==> src/rtl/four_bit_multiplier_pkg.sv <==
`default_nettype none
// ============================================================================
// Module      : four_bit_multiplier_pkg
// Description : Shared widths and constants for the 4x4 unsigned array
//               multiplier (operand width, product width, reset value and
//               the largest representable product).
// Ports       : none (package)
// Revision    : 1.0 - initial release
// ============================================================================
package four_bit_multiplier_pkg;

   localparam int                   OPERAND_W     = 4;
   localparam int                   PRODUCT_W     = 8;
   localparam logic [PRODUCT_W-1:0] PRODUCT_RESET = 8'h00;
   localparam logic [PRODUCT_W-1:0] PRODUCT_MAX   = 8'd225;

endpackage : four_bit_multiplier_pkg
`default_nettype wire

==> src/rtl/mult_full_adder.sv <==
`default_nettype none
// ============================================================================
// Module      : mult_full_adder
// Description : One-bit full adder cell of the multiplier array. Used as a
//               half adder by tying i_cin to 0.
// Ports       : i_a, i_b, i_cin - addend bits and carry in
//               o_sum, o_cout    - sum bit and carry out
// Revision    : 1.0 - initial release
// ============================================================================
module mult_full_adder (
   input  logic i_a,
   input  logic i_b,
   input  logic i_cin,
   output logic o_sum,
   output logic o_cout
);

   logic w_axb;

   assign w_axb  = i_a ^ i_b;
   assign o_sum  = w_axb ^ i_cin;
   assign o_cout = (i_a & i_b) | (i_cin & w_axb);

endmodule : mult_full_adder
`default_nettype wire

==> src/rtl/four_bit_multiplier.sv <==
`default_nettype none
// ============================================================================
// Module      : four_bit_multiplier
// Description : Unsigned 4x4 -> 8 bit array multiplier with a registered
//               product. 16 AND partial products are reduced by a 3-row
//               adder array (4 half adders, 8 full adders).
// Ports       : clk              - rising-edge clock
//               rst_n            - asynchronous active-low reset
//               A0..A3           - operand A, bit 0 is LSB
//               B0..B3           - operand B, bit 0 is LSB
//               PRODUCT0..7      - registered product, bit 0 is LSB
// Config      : FOUR_BIT_MULTIPLIER_INPUT_REG_EN - when defined, operands are
//               registered before the array (latency 2 instead of 1).
// Revision    : 1.0 - initial release
// ============================================================================
module four_bit_multiplier
   import four_bit_multiplier_pkg::*;
(
   input  logic clk,
   input  logic rst_n,
   input  logic A0,
   input  logic A1,
   input  logic A2,
   input  logic A3,
   input  logic B0,
   input  logic B1,
   input  logic B2,
   input  logic B3,
   output logic PRODUCT0,
   output logic PRODUCT1,
   output logic PRODUCT2,
   output logic PRODUCT3,
   output logic PRODUCT4,
   output logic PRODUCT5,
   output logic PRODUCT6,
   output logic PRODUCT7
);

   logic [OPERAND_W-1:0] w_a;
   logic [OPERAND_W-1:0] w_b;
   logic [OPERAND_W-1:0] w_op_a;
   logic [OPERAND_W-1:0] w_op_b;

   assign w_a = {A3, A2, A1, A0};
   assign w_b = {B3, B2, B1, B0};

`ifdef FOUR_BIT_MULTIPLIER_INPUT_REG_EN
   logic [OPERAND_W-1:0] r_a;
   logic [OPERAND_W-1:0] r_b;

   always_ff @(posedge clk or negedge rst_n) begin
      if (!rst_n) begin
         r_a <= '0;
         r_b <= '0;
      end else begin
         r_a <= w_a;
         r_b <= w_b;
      end
   end

   assign w_op_a = r_a;
   assign w_op_b = r_b;
`else
   assign w_op_a = w_a;
   assign w_op_b = w_b;
`endif

   // ------------------------------------------------------------------------
   // Partial products: w_pp[i][j] = A[j] & B[i], weight i+j.
   // ------------------------------------------------------------------------
   logic [OPERAND_W-1:0][OPERAND_W-1:0] w_pp;

   generate
      for (genvar i = 0; i < OPERAND_W; i++) begin : g_pp
         assign w_pp[i] = w_op_a & {OPERAND_W{w_op_b[i]}};
      end
   endgenerate

   // ------------------------------------------------------------------------
   // Row 1: adds partial-product rows 0 and 1.
   // Cell k sits at weight k+1; the top cell is a half adder absorbing the
   // ripple carry into pp[1][3].
   // w_acc[r] holds the four running-sum bits left after row r, at weights
   // r+1 .. r+4 (the LSB of every row retires straight to the product).
   // ------------------------------------------------------------------------
   logic [OPERAND_W-1:0] w_r1_sum;
   logic [OPERAND_W-1:0] w_r1_cout;
   logic [3:1][OPERAND_W-1:0] w_acc;
   logic [3:2] w_low;

   mult_full_adder u_r1_c0 (
      .i_a(w_pp[0][1]), .i_b(w_pp[1][0]), .i_cin(1'b0),
      .o_sum(w_r1_sum[0]), .o_cout(w_r1_cout[0])
   );
   mult_full_adder u_r1_c1 (
      .i_a(w_pp[0][2]), .i_b(w_pp[1][1]), .i_cin(w_r1_cout[0]),
      .o_sum(w_r1_sum[1]), .o_cout(w_r1_cout[1])
   );
   mult_full_adder u_r1_c2 (
      .i_a(w_pp[0][3]), .i_b(w_pp[1][2]), .i_cin(w_r1_cout[1]),
      .o_sum(w_r1_sum[2]), .o_cout(w_r1_cout[2])
   );
   mult_full_adder u_r1_c3 (
      .i_a(w_pp[1][3]), .i_b(w_r1_cout[2]), .i_cin(1'b0),
      .o_sum(w_r1_sum[3]), .o_cout(w_r1_cout[3])
   );

   assign w_acc[1] = {w_r1_cout[3], w_r1_sum[3:1]};

   // ------------------------------------------------------------------------
   // Rows 2 and 3: add partial-product row r to the running sum. Cell 0 is a
   // half adder (nothing to carry in), cells 1..3 are full adders.
   // ------------------------------------------------------------------------
   generate
      for (genvar r = 2; r <= 3; r++) begin : g_row
         logic [OPERAND_W-1:0] w_sum;
         logic [OPERAND_W-1:0] w_cout;

         for (genvar k = 0; k < OPERAND_W; k++) begin : g_cell
            if (k == 0) begin : g_half
               mult_full_adder u_cell (
                  .i_a(w_acc[r-1][k]), .i_b(w_pp[r][k]), .i_cin(1'b0),
                  .o_sum(w_sum[k]), .o_cout(w_cout[k])
               );
            end else begin : g_full
               mult_full_adder u_cell (
                  .i_a(w_acc[r-1][k]), .i_b(w_pp[r][k]), .i_cin(w_cout[k-1]),
                  .o_sum(w_sum[k]), .o_cout(w_cout[k])
               );
            end
         end

         assign w_low[r] = w_sum[0];
         assign w_acc[r] = {w_cout[OPERAND_W-1], w_sum[OPERAND_W-1:1]};
      end
   endgenerate

   logic [PRODUCT_W-1:0] w_product;

   assign w_product = {w_acc[3], w_low[3], w_low[2], w_r1_sum[0], w_pp[0][0]};

   // ------------------------------------------------------------------------
   // Output register
   // ------------------------------------------------------------------------
   logic [PRODUCT_W-1:0] r_product;

   always_ff @(posedge clk or negedge rst_n) begin
      if (!rst_n) begin
         r_product <= PRODUCT_RESET;
      end else begin
         r_product <= w_product;
      end
   end

   assign PRODUCT0 = r_product[0];
   assign PRODUCT1 = r_product[1];
   assign PRODUCT2 = r_product[2];
   assign PRODUCT3 = r_product[3];
   assign PRODUCT4 = r_product[4];
   assign PRODUCT5 = r_product[5];
   assign PRODUCT6 = r_product[6];
   assign PRODUCT7 = r_product[7];

endmodule : four_bit_multiplier
`default_nettype wire

==> config.mk <==
export PLATFORM = sky130hd
export DESIGN_NAME = four_bit_multiplier
export DESIGN_NICKNAME = d
export VERILOG_FILES = /design/src/rtl/four_bit_multiplier_pkg.sv /design/src/rtl/mult_full_adder.sv /design/src/rtl/four_bit_multiplier.sv
export SDC_FILE = /design/constraint.sdc
export NUM_CORES = 1
export LEC_CHECK = 0
export ABC_AREA = 1
export CORE_UTILIZATION = 39
export CTS_BUF_LIST = sky130_fd_sc_hd__clkbuf_8 sky130_fd_sc_hd__clkbuf_16
export CTS_CLUSTER_DIAMETER = 100
export DETAILED_ROUTE_END_ITERATION = 7
export PLACE_DENSITY = 0.72
export RECOVER_POWER = 50
export SLEW_MARGIN = 20
export SYNTH_ARGS = -nofsm -noshare
export SYNTH_HDL_FRONTEND = slang
export SYNTH_HIERARCHICAL = 1
export SYNTH_SLANG_ARGS = --single-unit
==> constraint.sdc <==
create_clock -name clk -period 0.8 [get_ports clk]
set_input_delay 0.08 -clock clk [delete_from_list [all_inputs] [get_ports clk]]
set_output_delay 0.08 -clock clk [all_outputs]
set_load 0.05 [all_outputs]
==> metrics.txt <==
outcome finished with violations; failing checks setup timing; antenna diode count 0; Detail Route Antenna Nets 0; HP Class in -> reg; GR Util All Layers 0.1716; fin crit period 3.467 ns; Vias/cell ~4.2; final worst slack -2.667 ns; fin nets between 100 and 150; PwrDens between 2000 and 3000 nW/um2; routed len/inst 11.01 um; total wire length around 1100 um; fillers just over 90; crit path buf inv count 2; first-pass GRT wire length approximately 1700 um; DIE AREA between 1500 and 2000 um2; P&R area growth vs syn 71.18%; CTS tree done; crit path DAT 3.56 ns; Clk pin slew, worst setup/hold paths about 0.040 ns; Synth Area per Inst approximately 11 um2; Seq/Total Area, Yosys 0.3548; Peak Freq 0.2885 GHz; leakage about 0.53 nW; H-tree depth 1; max cap viols 0; Reg with most FFs r_product; most used cell, CP fa_2; CP delay by family, top adder cells; synth unique cells 5; CTS Sinks 8; num rows 13; Slew Limit Fails 0; initial core utilization 0.4283; first drt pass iteration count 2; CP Max Fanout 2; fin cells 97; CP max-delay cell fa_2; total core area around 1300 um2; total gr overflow 0; total power between 2 and 3 mW; CP peak stage delay 0.55 ns; initial antenna violation count 0; Peak VDD IR 1325 uV; mapped cell area 564.3 um2; Worst setup EP type flop; CP Class in -> reg; Gate Count Post-Synth 53; Post-DP HPWL a little over 900 um; Largest regs r_product (8); Bufs on Longest Clock Path 2; vias in the first global route around 460; dpl cells between 90 and 100; DP Area between 900 and 1000 um2; Worst setup SP type primary input; IO buf count 17; critical-path cell list buf_8, nand2_4, inv_4, fa_2, fa_2, fa_2, fa_2, fa_2, fa_2, fa_2, fa_1; Synth Warn # 6; gpl congestion between 0.7 and 0.8; Die Ht between 40 and 50 um; number of DRC markers in iteration 0 1; largest net degree at the start of global routing 9; post-CTS setup buffers 0; I/O pin count 18; pre-CTS WS -3.360 ns; WP data required about 0.9 ns; number of flip-flops in the largest register 8; CTS root buffer clkbuf_8; post-route design area about 970 um2; layout cell share with drive strength beyond 1 0.4268; # setup viols final 14; Die Wd 40.04 um; Post-route DRC 0; RSZ-0062 raised after global routing true; FF+latch count, synth 8; Num CTS Buffers 3; routed via count slightly above 400; Final Hold Viols 0; final worst path period share 4.333
## synthesized netlist by cell type
library cell,count,area share
nand2_1,16,0.11
inv_1,16,0.11
fa_1,12,0.43
conb_1,1,0.0066
dfrtp_1,8,0.35
## repair_timing
action                     in CTS  in global routing
hold buffers                    0                  0
setup endpoints to repair      15                 14
gates cloned                    0                  0
resized for setup              23                  3
pin swaps                      13                  1
## cells in the final DEF, fill, tap and decap left out
| cell type | count |
|---|---|
| inv_2 | 2 |
| inv_4 | 1 |
| nand2_4 | 2 |
| fa_1 | 3 |
| buf_8 | 1 |
| clkbuf_8 | 3 |
| nand2_1 | 14 |
| dfrtp_1 | 8 |
| inv_1 | 13 |
| buf_6 | 1 |
| buf_2 | 2 |
| buf_4 | 6 |
| clkdlybuf4s50_1 | 3 |
| dlygate4sd2_1 | 1 |
| fa_2 | 9 |
| conb_1 | 4 |
| buf_12 | 8 |
| dlygate4sd3_1 | 1 |
## worst paths after layout
path,from,to,cells past startpoint
worst min-delay path,B0,r_product[0]$_DFF_PN0_,4
max in group asynchronous,rst_n,r_product[7]$_DFF_PN0_,1
worst max-delay path,A1,r_product[6]$_DFF_PN0_,11
min in group asynchronous,rst_n,r_product[3]$_DFF_PN0_,1
## report_power, final
group / leakage (nW) / internal, mW / switching [mW]
sequential: 0.0969 / 0.538 / 0.101
combinational: 0.417 / 0.706 / 0.725
clock: 0.0216 / 0.324 / 0.139
## through the flow
| step | TNS [ns] | hold WS [ns] | util |
|---|---|---|---|
| after global placement | -16.31 | 0.3602 | 0.6961 |
| after global routing | -12.64 | 0.1842 | 0.7331 |
| after detailed placement | -16.66 | 0.3618 | 0.6961 |
| final | -12.29 | 0.1748 | 0.7331 |
| after floorplan | -9.814 | -0.2156 | - |
| after CTS | -12.47 | 0.1345 | 0.7246 |
## cell families (layout without fill, tap and decap cells)
kind of cell	Yosys count	after routing	synth area share
AND/OR/NAND/NOR	16	16	0.1064
buffers and inverters	16	42	0.1064
adder cells (fa/ha/maj)	12	12	0.4257
flip-flops	8	8	0.3548
other	1	4	0.006646
## final cells by class
cell class / count / area (um2) / area share
flip-flops and latches: 8 / 200.2 / 0.2073
well taps: 15 / 18.77 / 0.01943
clock buffers: 3 / 41.29 / 0.04275
multi-input cells: 32 / 352.8 / 0.3653
repair buffers: 23 / 290.3 / 0.3005
inverters: 16 / 62.56 / 0.06477
## routing by layer
layer / up-vias / part of all wire / track usage
li1: 196 / - / -
met2: 17 / 0.57 / 0.3145
met3: 4 / 0.056 / 0.05556
met4: 0 / 0.032 / 0.1466
met1: 193 / 0.34 / 0.1444
met5: - / 0 / 0
(Power assumes the default switching activity.)
